`src/rtl/bw_io_ddr_pkg.sv`:
```
// Shared types and constants for the DDR byte-lane sequencer.
// Burst beat counts are in rclk cycles (two DDR beats per cycle).
package bw_io_ddr_pkg;

    typedef enum logic [2:0] {
        IDLE,
        WPRE,
        WDATA,
        WPOST,
        RWAIT,
        RDATA,
        CUPD
    } state_e;

    localparam int BEATS_BL4 = 2;
    localparam int BEATS_BL8 = 4;
    localparam int LPF_W     = 5;
    localparam int PTR_W     = 2;
    localparam int CNT_W     = 3;

    function automatic logic [CNT_W-1:0] beats_m1(input logic bl4);
        return bl4 ? CNT_W'(BEATS_BL4 - 1) : CNT_W'(BEATS_BL8 - 1);
    endfunction

endpackage

```
`src/rtl/bw_io_ddr_lane_seq_if.sv`:
```
// Burst command handshake between the DRAM controller and the lane sequencer.
// The controller is master; the sequencer answers with cmd_ready.
interface bw_io_ddr_lane_seq_if;

    logic cmd_valid;
    logic cmd_ready;
    logic cmd_wr;
    logic cmd_bl4;

    modport master (
        output cmd_valid,
        output cmd_wr,
        output cmd_bl4,
        input  cmd_ready
    );

    modport slave (
        input  cmd_valid,
        input  cmd_wr,
        input  cmd_bl4,
        output cmd_ready
    );

endinterface

```
`src/rtl/bw_io_ddr_code_upd.sv`:
```
// Master-DLL code holding register and idle-gap qualifier.
// A code is applied only after IDLE_MIN quiet cycles so no DQS edge sees it move.
module bw_io_ddr_code_upd
    import bw_io_ddr_pkg::*;
#(
    parameter int IDLE_MIN = 4
) (
    input  logic             clk,
    input  logic             rst,
    input  logic             idle,
    input  logic             cmd_fire,
    input  logic             code_vld,
    input  logic [LPF_W-1:0] code_in,
    output logic [LPF_W-1:0] code_out,
    output logic             pending,
    output logic             upd_go
);

    localparam logic [3:0] IDLE_MIN_C = 4'(IDLE_MIN);

    logic [3:0]       idle_cnt_q, idle_cnt_d;
    logic             pending_q, pending_d;
    logic [LPF_W-1:0] pend_code_q, pend_code_d;
    logic [LPF_W-1:0] code_q, code_d;

    assign upd_go   = idle & pending_q & (idle_cnt_q >= IDLE_MIN_C);
    assign code_out = code_q;
    assign pending  = pending_q;

    always_comb begin
        idle_cnt_d  = idle_cnt_q;
        pending_d   = pending_q;
        pend_code_d = pend_code_q;
        code_d      = code_q;
        if (!idle || upd_go || cmd_fire) begin
            idle_cnt_d = '0;
        end else if (idle_cnt_q != 4'hF) begin
            idle_cnt_d = idle_cnt_q + 4'd1;
        end
        if (upd_go) begin
            code_d    = pend_code_q;
            pending_d = 1'b0;
        end
        // A code arriving on the apply edge is kept for the next gap.
        if (code_vld) begin
            pend_code_d = code_in;
            pending_d   = 1'b1;
        end
    end

    always_ff @(posedge clk or posedge rst) begin
        if (rst) begin
            idle_cnt_q  <= '0;
            pending_q   <= 1'b0;
            pend_code_q <= '0;
            code_q      <= '0;
        end else begin
            idle_cnt_q  <= idle_cnt_d;
            pending_q   <= pending_d;
            pend_code_q <= pend_code_d;
            code_q      <= code_d;
        end
    end

endmodule

```
`src/rtl/bw_io_ddr_lane_seq.sv`:
```
// Per-lane burst sequencer: turns write/read commands into pad control
// and schedules slave delay-line code loads into idle gaps.
module bw_io_ddr_lane_seq
    import bw_io_ddr_pkg::*;
#(
    parameter int WR_PRE   = 1,
    parameter int WR_POST  = 1,
    parameter int RD_LAT   = 3,
    parameter int IDLE_MIN = 4,
    parameter int STROBE_W = 2
) (
    input  logic                  rclk,
    input  logic                  arst,
    bw_io_ddr_lane_seq_if.slave   cmd,
    input  logic                  lpf_code_vld,
    input  logic [LPF_W-1:0]      lpf_code_in,
    output logic [LPF_W-1:0]      lpf_code,
    output logic                  strobe,
    output logic                  code_pending,
    output logic                  dram_io_pad_enable,
    output logic                  dram_io_drive_enable,
    output logic                  burst_length_four,
    output logic [PTR_W-1:0]      pad_pos_cnt,
    output logic [PTR_W-1:0]      pad_neg_cnt,
    output logic                  rd_capture_en,
    output logic                  busy
);

    localparam logic [CNT_W-1:0] PRE_M1  = CNT_W'(WR_PRE - 1);
    localparam logic [CNT_W-1:0] POST_M1 = CNT_W'(WR_POST - 1);
    localparam logic [CNT_W-1:0] RLAT_M1 = CNT_W'(RD_LAT - 1);
    localparam logic [CNT_W-1:0] STRB_M1 = CNT_W'(STROBE_W - 1);

    state_e           state_q, state_d;
    logic [CNT_W-1:0] cnt_q, cnt_d;
    logic             bl4_q, bl4_d;
    logic [PTR_W-1:0] pos_q, pos_d;
    logic [PTR_W-1:0] neg_q, neg_d;
    logic [CNT_W-1:0] len_m1;
    logic             is_idle;
    logic             upd_go;
    logic             cmd_fire;
    logic             last;

    assign is_idle       = (state_q == IDLE);
    assign cmd.cmd_ready = is_idle & ~upd_go;
    assign cmd_fire      = cmd.cmd_valid & cmd.cmd_ready;
    assign last          = (cnt_q == len_m1);

    bw_io_ddr_code_upd #(
        .IDLE_MIN (IDLE_MIN)
    ) u_code_upd (
        .clk      (rclk),
        .rst      (arst),
        .idle     (is_idle),
        .cmd_fire (cmd_fire),
        .code_vld (lpf_code_vld),
        .code_in  (lpf_code_in),
        .code_out (lpf_code),
        .pending  (code_pending),
        .upd_go   (upd_go)
    );

    always_comb begin
        len_m1 = '0;
        unique case (state_q)
            WPRE:         len_m1 = PRE_M1;
            WDATA, RDATA: len_m1 = beats_m1(bl4_q);
            WPOST:        len_m1 = POST_M1;
            RWAIT:        len_m1 = RLAT_M1;
            CUPD:         len_m1 = STRB_M1;
            default:      len_m1 = '0;
        endcase
    end

    always_comb begin
        state_d = state_q;
        bl4_d   = bl4_q;
        pos_d   = pos_q;
        neg_d   = neg_q;
        unique case (state_q)
            IDLE: begin
                if (upd_go) begin
                    state_d = CUPD;
                end else if (cmd_fire) begin
                    bl4_d   = cmd.cmd_bl4;
                    state_d = cmd.cmd_wr ? WPRE : RWAIT;
                end
            end
            WPRE:  if (last) state_d = WDATA;
            WDATA: begin
                pos_d = pos_q + 1'b1;
                neg_d = neg_q + 1'b1;
                if (last) state_d = WPOST;
            end
            WPOST: if (last) state_d = IDLE;
            RWAIT: if (last) state_d = RDATA;
            RDATA: if (last) state_d = IDLE;
            CUPD:  if (last) state_d = IDLE;
            default: state_d = IDLE;
        endcase
        // One counter times every state; it restarts on each transition.
        if (state_d != state_q || is_idle) begin
            cnt_d = '0;
        end else begin
            cnt_d = cnt_q + 1'b1;
        end
    end

    always_ff @(posedge rclk or posedge arst) begin
        if (arst) begin
            state_q <= IDLE;
            cnt_q   <= '0;
            bl4_q   <= 1'b1;
            pos_q   <= '0;
            neg_q   <= '0;
        end else begin
            state_q <= state_d;
            cnt_q   <= cnt_d;
            bl4_q   <= bl4_d;
            pos_q   <= pos_d;
            neg_q   <= neg_d;
        end
    end

    assign dram_io_pad_enable   = state_q inside {WPRE, WDATA, WPOST, RWAIT, RDATA};
    assign dram_io_drive_enable = state_q inside {WPRE, WDATA, WPOST};
    assign rd_capture_en        = (state_q == RDATA);
    assign strobe               = (state_q == CUPD);
    assign busy                 = ~is_idle;
    assign burst_length_four    = bl4_q;
    assign pad_pos_cnt          = pos_q;
    assign pad_neg_cnt          = neg_q;

endmodule

```
`src/flat_wrapper.sv`:
```
// flat-port wrapper written by rule: the top's interface ports become plain ports
module bw_io_ddr_lane_seq_flat import bw_io_ddr_pkg::*;
#(
    parameter int WR_PRE   = 1,
    parameter int WR_POST  = 1,
    parameter int RD_LAT   = 3,
    parameter int IDLE_MIN = 4,
    parameter int STROBE_W = 2
)
  (rclk, arst, lpf_code_vld, lpf_code_in, lpf_code, strobe, code_pending, dram_io_pad_enable, dram_io_drive_enable, burst_length_four, pad_pos_cnt, pad_neg_cnt, rd_capture_en, busy, cmd_cmd_valid, cmd_cmd_wr, cmd_cmd_bl4, cmd_cmd_ready);
  bw_io_ddr_lane_seq_if cmd_i ();
  input  logic rclk;
  input  logic arst;
  input  logic lpf_code_vld;
  input  logic [LPF_W-1:0] lpf_code_in;
  output logic [LPF_W-1:0] lpf_code;
  output logic strobe;
  output logic code_pending;
  output logic dram_io_pad_enable;
  output logic dram_io_drive_enable;
  output logic burst_length_four;
  output logic [PTR_W-1:0] pad_pos_cnt;
  output logic [PTR_W-1:0] pad_neg_cnt;
  output logic rd_capture_en;
  output logic busy;
  input wire logic [$bits(cmd_i.cmd_valid)-1:0] cmd_cmd_valid;
  input wire logic [$bits(cmd_i.cmd_wr)-1:0] cmd_cmd_wr;
  input wire logic [$bits(cmd_i.cmd_bl4)-1:0] cmd_cmd_bl4;
  output wire logic [$bits(cmd_i.cmd_ready)-1:0] cmd_cmd_ready;
  assign cmd_i.cmd_valid = cmd_cmd_valid;
  assign cmd_i.cmd_wr = cmd_cmd_wr;
  assign cmd_i.cmd_bl4 = cmd_cmd_bl4;
  assign cmd_cmd_ready = cmd_i.cmd_ready;
  bw_io_ddr_lane_seq #(.WR_PRE(WR_PRE), .WR_POST(WR_POST), .RD_LAT(RD_LAT), .IDLE_MIN(IDLE_MIN), .STROBE_W(STROBE_W)) u_core (.rclk(rclk), .arst(arst), .cmd(cmd_i), .lpf_code_vld(lpf_code_vld), .lpf_code_in(lpf_code_in), .lpf_code(lpf_code), .strobe(strobe), .code_pending(code_pending), .dram_io_pad_enable(dram_io_pad_enable), .dram_io_drive_enable(dram_io_drive_enable), .burst_length_four(burst_length_four), .pad_pos_cnt(pad_pos_cnt), .pad_neg_cnt(pad_neg_cnt), .rd_capture_en(rd_capture_en), .busy(busy));
endmodule
```
`config.mk`:
```
export PLATFORM = sky130hd
export DESIGN_NAME = bw_io_ddr_lane_seq_flat
export DESIGN_NICKNAME = d
export VERILOG_FILES = /design/src/rtl/bw_io_ddr_pkg.sv /design/src/rtl/bw_io_ddr_lane_seq_if.sv /design/src/rtl/bw_io_ddr_code_upd.sv /design/src/rtl/bw_io_ddr_lane_seq.sv /design/src/flat_wrapper.sv
export SDC_FILE = /design/constraint.sdc
export NUM_CORES = 1
export LEC_CHECK = 0
export CAP_MARGIN = 20
export CORE_MARGIN = 2
export CORE_UTILIZATION = 60
export DETAILED_ROUTE_END_ITERATION = 7
export DONT_BUFFER_PORTS = 1
export HOLD_SLACK_MARGIN = 0.03
export PLACE_DENSITY = 0.8
export RECOVER_POWER = 25
export SLEW_MARGIN = 0
export SYNTH_ARGS = -nofsm -noshare
export SYNTH_HDL_FRONTEND = slang
export SYNTH_SLANG_ARGS = --single-unit
export TNS_END_PERCENT = 100
```
`constraint.sdc`:
```
create_clock -name rclk -period 2.9 [get_ports rclk]
set_clock_uncertainty 0.2 [all_clocks]
set_input_delay 0.58 -clock rclk [delete_from_list [all_inputs] [get_ports rclk]]
set_output_delay 0.58 -clock rclk [all_outputs]
set_load 0.1 [all_outputs]
```
After elaboration in Yosys (flattened, before gate mapping)
Index checks and enable logic that the tools add are counted.
- register bits: 26
- bits of input ports: 11
- output and inout port bits: 17
- word-level logic and storage cells: 56
- add/sub/neg operators: 4
- order comparisons: 1
- equality and inequality tests: 9
- multiplexer cells: 15
- bitwise gates (word level): 6
- reduce and logical (&&, ||, !) cells: 12
- operators with widths (operator ; count):
    two-way mux 3 bit ; 8
    one-hot mux 3 bit (5 select lines) ; 1
    equality test 3 bit (second input constant) ; 3
    one-hot mux 3 bit (3 select lines) ; 1
    two-way mux 4 bit ; 2
    equality test 3 x 2 -> 1 bit (second input constant) ; 2
    nonzero test 5 bit ; 1
    adder 2 x 1 -> 2 bit (second input constant) ; 2
    adder 4 x 1 -> 4 bit (second input constant) ; 1
    AND 1 bit ; 4
    >= comparator 4 x 3 -> 1 bit (second input constant) ; 1
    inequality test 4 bit (second input constant) ; 1
    nonzero test 2 bit ; 2
    adder 3 x 1 -> 3 bit (second input constant) ; 1
    equality test 3 x 1 -> 1 bit (second input constant) ; 1
    equality test 3 bit ; 1
    zero test 3 bit ; 1
    logical OR 1 bit ; 3
    inequality test 3 bit ; 1
    AND reduction 3 bit ; 1
    nonzero test 3 bit ; 1
    OR reduction 3 bit ; 1
    two-way mux 1 bit ; 2
    two-way mux 2 bit ; 1
    other kinds (3) ; 4

Logic depth before layout (Yosys ltp)
Gate-level depths: netlist of the first run.
- word-level depth: 12
- gate-level depth with buffers: 6
- gate-level depth less buffers: 5

Cells and area by module
Synthesis of the first run repeated with hierarchy kept, for this count alone.
- cells, all modules: 120
- area total of the unflattened synthesis: 1353.8 µm²
- modules (own cells, without submodules) (module ; times used ; cells an instance ; area an instance (µm²) ; sequential area each (µm²)):
    bw_io_ddr_lane_seq ; 1 ; 73 ; 699.4 ; 276.5
    bw_io_ddr_code_upd ; 1 ; 47 ; 654.4 ; 375.4

Worst setup path before layout of the first run
No wires, ideal clock.
- kind: register to output
- start: reg u_core.state_q[2]
- end: out dram_io_pad_enable
- data arrival time: 2.171 ns
- setup slack: -0.051 ns
- cell stages (with the launch flop): 4
- path through: dfrtp_1 -> buf_6 -> buf_2 -> a21oi_1
- longest elaborated chain between the ends: 2
- elaborated cells between the ends (all ways): 6
- classes of those cells: eq/ne: 5; reduce/logical: 1
- ends and longest elaborated chain (what ; line ; text):
    from (decl) ; bw_io_ddr_lane_seq.sv:34 ; state_e state_q, state_d;
    from (signal assigned) ; bw_io_ddr_lane_seq.sv:118 ; state_q <= state_d;
    equality test 3 x 1 -> 1 bit (tied with other cells) ; bw_io_ddr_lane_seq.sv:126 ; assign dram_io_pad_enable = state_q inside {WPRE, WDATA, WPOST, RWAIT, RDATA};
    nonzero test 5 bit (*) ; bw_io_ddr_lane_seq.sv:126 ;
    to (decl) ; flat_wrapper.sv:19 ; output logic dram_io_pad_enable;
Mark *: on every way between the ends. The rest lies on a longest branch, timed or not.

Worst setup path after layout of the first run
- start: reg u_core.state_q[0]
- end: out cmd_cmd_ready
- longest elaborated chain between the ends: 5
- ends and longest elaborated chain (what ; line ; text):
    zero test 3 bit (*) ; bw_io_ddr_lane_seq.sv:45 ; assign is_idle = (state_q == IDLE);
    AND 1 bit (2 in series) ; bw_io_ddr_code_upd.sv:26 ; assign upd_go = idle & pending_q & (idle_cnt_q >= IDLE_MIN_C);
    NOT 1 bit ; bw_io_ddr_lane_seq.sv:46 ; assign cmd.cmd_ready = is_idle & ~upd_go;
    AND 1 bit (*) ; bw_io_ddr_lane_seq.sv:46 ;
    to (decl) ; flat_wrapper.sv:29 ; output wire logic [$bits(cmd_i.cmd_ready)-1:0] cmd_cmd_ready;
Marked as above.

==> results.ini, run 1 <==
[timing]
tns_ns=0
setup_violations=0
relSlewSlack_pct=35.8
tightestPinTransition_ns=0.963
period_needed_ns=2.63
clock.fmax_ghz=0.380
rsz0062_at_grt=no
post-route-period-util_pct=90.6
layout_setup_ws_ns=0.271
final-max-slew-violation-count=0
hold_viol=0

[placed_design]
port_buffers=0
pre_cts_slack_ns=0.673
place_hpwl_mm=1.97
placed_area_um2=1480
routabilityCongestion=0.877
dp_cells=162

[worst_setup_path]
cp_cell_sequence=nor3_4 -> inv_2 -> nor2_4 -> buf_4
start_kind=register
crit_arrival_ns=1.85
path_max_fanout=19
worstPathRequired_ns=2.12
end_kind=output pin
critPathKind=reg2out
max_stage_delay_ns=0.66
critical_path_buf_inv_count=2
critPathSlowestCell=dfrtp_1
cpLargestDelayFamily=flip-flops

[synthesis]
synthArstFlopShare_pct=100
ys_warn_count=0
synth_fp_nets=148
yosysSeqAreaShare_pct=45.7
synth_flop_cell=dfrtp_1
syn-cell-area_um2=1430
synth.distinct_cells=44
synth_top_area_cell=dfrtp_1
synthCells=135
synth-seq-cells=26
synth_top_area_share_pct=43.9
avgSynthCellArea_um2=10.6
netlist_top_cells_area=dfrtp_1 44%, mux2_2 8.7%, xnor2_1 3.7%, nor2_1 3.2%, nand2_1 2.6%
synth_edf_count=0

[finish]
fin_cells=166
antenna_cells=0
fillers=169
design_area_um2=1530
drive_gt1_share_pct=27.5
syn_to_final_growth_pct=7.19
nNetsFinal=152

[route]
wl_per_cell_um=15.8
drt-initial-drc-count=35
met3_wirelength_um=167
num_vias=1011
highest_layer=met4
routed_wl_mm=2.63
wl_met1_mm=1.08
ant_nets=0
dr_wl_met2_mm=1.35
route.detailed.drc=0
viasPerCell=6.09
first_pass_iters=4

[die]
die_h_um=52.8
die_x_um=52.8
io_pins=28
row_count=17
core_um2=2230
start_util_pct=63.9
dieArea_um2=2780

[clock_tree]
cts_tree=done
cts_setup_buffers=0
htreeDepth=1
insertion_delay_ns=0.33
path_clk_slew_ns=0.14
cts_resized=0
cts_inserted_buffers=3
cts.sinks=26
cts_root_buffer=clkbuf_4
hold_buffers=0
clockBufferDepth=2

[global_routing]
grt_max_degree=27
antenna_found_initial=0
grt_pass1_wl_mm=4.51
grtUsageTotal_pct=22.7
grt-ovfl-total=0
grt_pass1_vias=985

[min_path]
hold_class=in2async

[run]
drv_cap=0

[status]
outcome=complete, no violations

==> stage by stage <==
step / hold WS [ns] / util, %
global route: 0.135 / 68.5
CTS: 0.129 / 68.5
floorplan: 0.275 / -
global placement: 0.287 / 66.1
finish: 0.130 / 68.5
detailed placement: 0.297 / 66.1
==> cell families (layout without fill, tap and decap cells) <==
| kind of cell | after synthesis | count (layout) | share of synthesized area (%) |
|---|---|---|---|
| compound gates | 26 | 26 | 13.0 |
| xor+xnor | 10 | 10 | 6.14 |
| mux | 12 | 12 | 9.39 |
| simple gates | 46 | 46 | 19.0 |
| fa+ha+maj | 2 | 2 | 1.75 |
| flops | 26 | 26 | 45.7 |
| buf+inv | 13 | 16 | 5.00 |
==> per-layer routing <==
metal	vias up	track usage, %
met1	489	29.0
met3	5	5.14
li1	488	-
met5	-	0
met2	29	37.9
met4	0	7.69
==> cells in the final DEF (no fill, tap or decap), drive strengths merged, types with 2 or more instances in the layout <==
cell / n
nor2: 13
a31oi: 4
o31a: 2
nor3: 5
xor2: 4
o21ai: 4
clkbuf: 3
nor3b: 3
dfrtp: 25
or3: 2
nand3: 5
nor4: 3
inv: 4
mux2: 11
a211oi: 2
xnor2: 6
a21oi: 5
buf: 8
nand2: 10
ha: 2
o211ai: 2
==> worst paths after layout <==
path / depth (start not counted) / endpoint / slack, ns / start
max in group asynchronous: 1 / u_core.pad_pos_cnt[1]$_DFFE_PP0P_ / 1.77 / arst
max reg2reg: 6 / u_core.state_q[0]$_DFF_PP0_ / 0.68 / u_core.state_q[0]$_DFF_PP0_
min reg2reg: 1 / u_core.u_code_upd.pend_code_q[0]$_DFFE_PP0P_ / 0.32 / u_core.u_code_upd.pend_code_q[0]$_DFFE_PP0P_
max: 4 / cmd_cmd_ready / 0.27 / u_core.state_q[0]$_DFF_PP0_
min in group rclk: 1 / u_core.u_code_upd.pending$_DFFE_PP0P_ / 0.13 / lpf_code_vld
min: 1 / u_core.u_code_upd.pend_code_q[3]$_DFFE_PP0P_ / 0.13 / arst
==> cell usage after synthesis (3+ instances only) <==
library cell  count
dfrtp_1          25
nor2_1           12
mux2_2           11
nand2_1          10
xnor2_1           6
a21oi_1           5
nand3_1           5
a31oi_1           4
o21ai_0           4
xor2_1            4
buf_2             3
clkbuf_1          3
inv_1             3
nor3b_1           3
==> cell type report <==
cell class                      count  area [um^2]  share of cell area, %
Clock buffer                        3         22.5                   1.47
Timing Repair Buffer                8         60.1                   3.93
Inverter                            4         15.0                  0.982
Sequential cell                    26          652                   42.6
Tap cell                           28         35.0                   2.29
Clock inverter                      1         30.0                   1.96
Multi-Input combinational cell     96          714                   46.7
==> sequential cells by signal (all words and copies together), names as in the netlist <==
name / cells
u_core.u_code_upd.code_out: 5
u_core.u_code_upd.pend_code_q: 5
u_core.u_code_upd.idle_cnt_q: 4
u_core.cnt_q: 3
u_core.state_q: 3
u_core.pad_neg_cnt: 2
u_core.pad_pos_cnt: 2
u_core.burst_length_four: 1
u_core.u_code_upd.pending: 1
Power of run 1 is not shown: default switching activity piles up to over one toggle a cycle in this logic, so the estimate is an artifact.
==> inputs of run 2 (changes only) <==
--- a/config.mk
+++ b/config.mk
@@ -10,6 +10,7 @@
 export CORE_UTILIZATION = 60
 export DETAILED_ROUTE_END_ITERATION = 7
 export DONT_BUFFER_PORTS = 1
+export GPL_TIMING_DRIVEN = 0
 export HOLD_SLACK_MARGIN = 0.03
 export PLACE_DENSITY = 0.8
 export RECOVER_POWER = 25
==> run 2 against run 1 <==
Effect of this change:
- first-iteration DRC count fell by 2.9%
- critical path depth fell by 2
- maximum frequency fell by 5.9%
- utilization rose by 1.3 points
- sequential cell count did not move
- critical path type unchanged
==> results.ini, run 2 (synthesis gave the netlist of run 1 again) <==
[die]
row_count=17
die_x_um=52.8
io_pins=28
die_h_um=52.8
start_util_pct=63.9
core_um2=2230
dieArea_um2=2780

[route]
drt-initial-drc-count=34
route.detailed.drc=0
ant_nets=0
viasPerCell=6.20
routed_wl_mm=2.83
wl_per_cell_um=16.8
num_vias=1042
first_pass_iters=4

[finish]
drive_gt1_share_pct=26.4
nNetsFinal=154
layout_commonest_cell=dfrtp_1
utilization_pct=69.7
layout_common_cells=25 x dfrtp_1, 11 x mux2_2, 10 x nand2_1
antenna_cells=0
syn_to_final_growth_pct=9.21

[worst_setup_path]
worstPathRequired_ns=2.12
max_stage_delay_ns=0.78
start_kind=register
end_kind=output pin
crit_arrival_ns=2.01
cp_cell_sequence=o21a_1 -> nor2_4
critPathSlowestCell=dfrtp_1
critPathKind=reg2out
path_max_fanout=4

[clock_tree]
cts.sinks=26
cts_setup_buffers=0
cts_inserted_buffers=3
htreeDepth=1
clockBufferDepth=2
path_clk_slew_ns=0.14
hold_buffers=0
insertion_delay_ns=0.33
cts_root_buffer=clkbuf_4
cts_tree=done

[timing]
clock.fmax_ghz=0.358
relSlewSlack_pct=34.6
tns_ns=0
tightestPinTransition_ns=0.980
post-route-period-util_pct=96.4
period_needed_ns=2.79
setup_violations=0
hold_viol=0
timing.hold.ws_ns=0.151
final-max-slew-violation-count=0
rsz0062_at_grt=yes

[global_routing]
grt_max_degree=27
grt-ovfl-total=0
grt_pass1_wl_mm=4.76
grtUsageTotal_pct=23.6
grt_pass1_vias=1061
antenna_found_initial=0

[placed_design]
routabilityCongestion=0.891
port_buffers=0
place_hpwl_mm=2.04

[run]
drv_cap=0

[min_path]
hold_class=in2async

[status]
outcome=complete, no violations

[run 2: cell types whose count changed in the layout (fill, tap and decap cells not counted)]
cell      delta
buf_4        -7
buf_8        +1
clkbuf_1     +3
nor2_4       +3
inv_2        -1
nor2_2       -3
buf_6        +2
buf_2        +3
inv_4        +1
[run 2: area by class of cell]
class                      count  area, um^2
inverter                       4        17.5
tap                           28        35.0
clock buffer                   3        22.5
fill                         168         676
buffer                         9        56.3
timing repair buffer           1        15.0
multi-input combinational     96         729
clock inverter                 1        30.0
sequential                    26         652
[run 2: through the flow]
| stage | cells | setup slack (ns) | instance area [um^2] |
|---|---|---|---|
| floorplan | 135 | 0.00729 | 1430 |
| global placement | 163 | -0.136 | 1470 |
| detailed placement | 164 | 0.283 | 1490 |
| CTS | 168 | 0.0173 | 1550 |
| global route | 168 | -0.00895 | 1560 |
| finish | 168 | 0.106 | 1560 |
[run 2: timing repair]
item	CTS	global route
pin swaps	0	1
gates cloned	0	0
endpoints found under the setup margin	1	3
gates resized for setup	1	4
[run 2: worst paths after layout]
kind,slack [ns],cells after the start,end,start
setup / recovery,0.11,2,cmd_cmd_ready,u_core.u_code_upd.pending$_DFFE_PP0P_
hold / removal,0.15,1,u_core.u_code_upd.pend_code_q[3]$_DFFE_PP0P_,arst
setup reg to reg,0.43,4,u_core.state_q[0]$_DFF_PP0_,u_core.u_code_upd.pending$_DFFE_PP0P_
hold reg to reg,0.33,1,u_core.u_code_upd.code_out[4]$_DFFE_PP0P_,u_core.u_code_upd.pend_code_q[4]$_DFFE_PP0P_
max in group asynchronous,1.76,1,u_core.u_code_upd.idle_cnt_q[2]$_DFFE_PP0P_,arst
min in group rclk,0.16,1,u_core.state_q[2]$_DFF_PP0_,cmd_cmd_wr
[run 2: per-layer routing]
layer | global-route usage, % | part of all wire, % | vias up
met5 | 0 | 0 | -
li1 | - | - | 489
met2 | 39.2 | 50 | 46
met1 | 31.3 | 41 | 503
met3 | 3.14 | 7.2 | 4
met4 | 8.97 | 1.2 | 0
[run 2: worst max-delay path: cells and delay by family (launching register included)]
| kind | cells | cell delay, ns |
|---|---|---|
| and+or+nand+nor | 1 | 0.57 |
| AOI/OAI and AO/OA | 1 | 0.33 |
| DFF | 1 | 0.78 |
Power of run 2 is left out for the same reason.
==> inputs of run 3 (changes only) <==
--- a/config.mk
+++ b/config.mk
@@ -6,13 +6,16 @@
 export NUM_CORES = 1
 export LEC_CHECK = 0
 export CAP_MARGIN = 20
+export CELL_PAD_IN_SITES_DETAIL_PLACEMENT = 0
+export CELL_PAD_IN_SITES_GLOBAL_PLACEMENT = 1
 export CORE_MARGIN = 2
-export CORE_UTILIZATION = 60
+export CORE_UTILIZATION = 51
+export CTS_BUF_LIST = sky130_fd_sc_hd__clkbuf_16
 export DETAILED_ROUTE_END_ITERATION = 7
 export DONT_BUFFER_PORTS = 1
 export GPL_TIMING_DRIVEN = 0
 export HOLD_SLACK_MARGIN = 0.03
-export PLACE_DENSITY = 0.8
+export PLACE_DENSITY = 0.86
 export RECOVER_POWER = 25
 export SLEW_MARGIN = 0
 export SYNTH_ARGS = -nofsm -noshare
==> run 3 against run 2 <==
Effect of this change:
- the run now ends with hold timing left
- utilization shrank 11 points
- setup slack gained 0.032 ns
- maximum frequency grew 1.2%
==> results.ini, run 3 (synthesis gave the netlist of run 1 again) <==
[finish]
utilization_pct=58.7
seqCellArea_um2=652
multi_input_area_um2=719
nNetsFinal=154
design_area_um2=1590
layout_commonest_cell=dfrtp_1
fillers=256
syn_to_final_growth_pct=11.5
drive_gt1_share_pct=25.7
layout_common_cells=25 x dfrtp_1, 11 x mux2_2, 10 x nand2_1
antenna_cells=0

[clock_tree]
htreeDepth=1
hold_buffers=0
path_clk_slew_ns=0.06
cts_root_buffer=clkbuf_16
cts_tree=done
cts_inserted_buffers=3
insertion_delay_ns=0.26
clockBufferDepth=2
cts.sinks=26

[placed_design]
place_hpwl_mm=2.08
placed_area_um2=1480
port_buffers=0
routabilityCongestion=0.798

[die]
io_pins=28
die_x_um=56.9
row_count=19
start_util_pct=52.6
dieArea_um2=3240
die_h_um=56.9
core_um2=2710

[route]
routed_wl_mm=2.86
wl_per_cell_um=16.7
first_pass_iters=7
route.detailed.drc=0
viasPerCell=6.16
ant_nets=0
drt-initial-drc-count=54
num_vias=1054

[timing]
timing.hold.ws_ns=-0.00106
hold_viol=3
tns_ns=0
tightestPinTransition_ns=1.18
final-max-slew-violation-count=0
clock.fmax_ghz=0.362
relSlewSlack_pct=21.2
post-route-period-util_pct=95.2
period_needed_ns=2.76
setup_violations=0
rsz0062_at_grt=no

[status]
outcome=finished with violations
violations=hold timing

[worst_setup_path]
critPathSlowestCell=nor2_4
worstPathRequired_ns=2.12
critPathKind=reg2out
crit_arrival_ns=1.98
start_kind=register
path_max_fanout=10
max_stage_delay_ns=0.63
cp_cell_sequence=buf_6 -> nor3_4 -> inv_2 -> nor2_4
end_kind=output pin

[run]
drv_cap=0

[global_routing]
grt-ovfl-total=0
antenna_found_initial=0
grtUsageTotal_pct=19.7
grt_pass1_wl_mm=4.94
grt_pass1_vias=1059
grt_max_degree=27

[min_path]
hold_class=in2async

[run 3: cell types whose count changed in the layout (fill, tap and decap cells not counted)]
cell	before	now
clkbuf_1	3	4
clkbuf_16	0	3
buf_8	1	0
clkbuf_4	3	0
nor2_2	0	2
nor2_4	4	2
inv_2	0	1
inv_4	1	0
[run 3: worst paths after layout]
path / startpoint / to / slack [ns] / cells after the start
max: u_core.state_q[0]$_DFF_PP0_ / cmd_cmd_ready / 0.14 / 4
min in group rclk: cmd_cmd_wr / u_core.state_q[2]$_DFF_PP0_ / 0.26 / 1
min: arst / u_core.u_code_upd.code_out[3]$_DFFE_PP0P_ / -0.001 / 1
min reg2reg: u_core.u_code_upd.pend_code_q[4]$_DFFE_PP0P_ / u_core.u_code_upd.code_out[4]$_DFFE_PP0P_ / 0.30 / 1
max in group asynchronous: arst / u_core.state_q[0]$_DFF_PP0_ / 1.41 / 2
max reg2reg: u_core.state_q[0]$_DFF_PP0_ / u_core.state_q[0]$_DFF_PP0_ / 0.27 / 6
[run 3: timing repair]
action,4_1_cts,5_1_grt
gates resized for setup,1,0
endpoints found under the setup margin,1,0
buffers inserted,0,0
[run 3: cell type report]
type / instances / area share [%]
clock buffer: 3 / 4.72
inverter: 4 / 0.944
multi-input combinational: 96 / 45.2
timing repair buffer: 1 / 0.236
buffer: 9 / 3.54
tap: 31 / 2.44
sequential: 26 / 41.0
clock inverter: 1 / 1.89
[run 3: worst max-delay path: cells and delay by family, from the launching register on]
kind / cells / cell delay, ns
flops: 1 / 0.37
simple gates: 2 / 0.89
buf+inv: 2 / 0.44
[run 3: metrics by stage]
step                      std cells  worst slack, ns
after floorplan                 135          0.00729
after global placement          166           -0.158
after detailed placement        166            0.263
after CTS                       170            0.117
after global routing            171           0.0346
final                           171            0.138
[run 3: metal layers]
metal	share of wire, %	GRT usage (%)	up-vias	wire [um]
met5	0	0	-	0
met1	42	27.1	517	1200
li1	-	-	490	-
met2	49	29.2	38	1400
met4	2.1	8.64	0	59
met3	6.6	5.30	9	188
Power of run 3 is left out for the same reason.
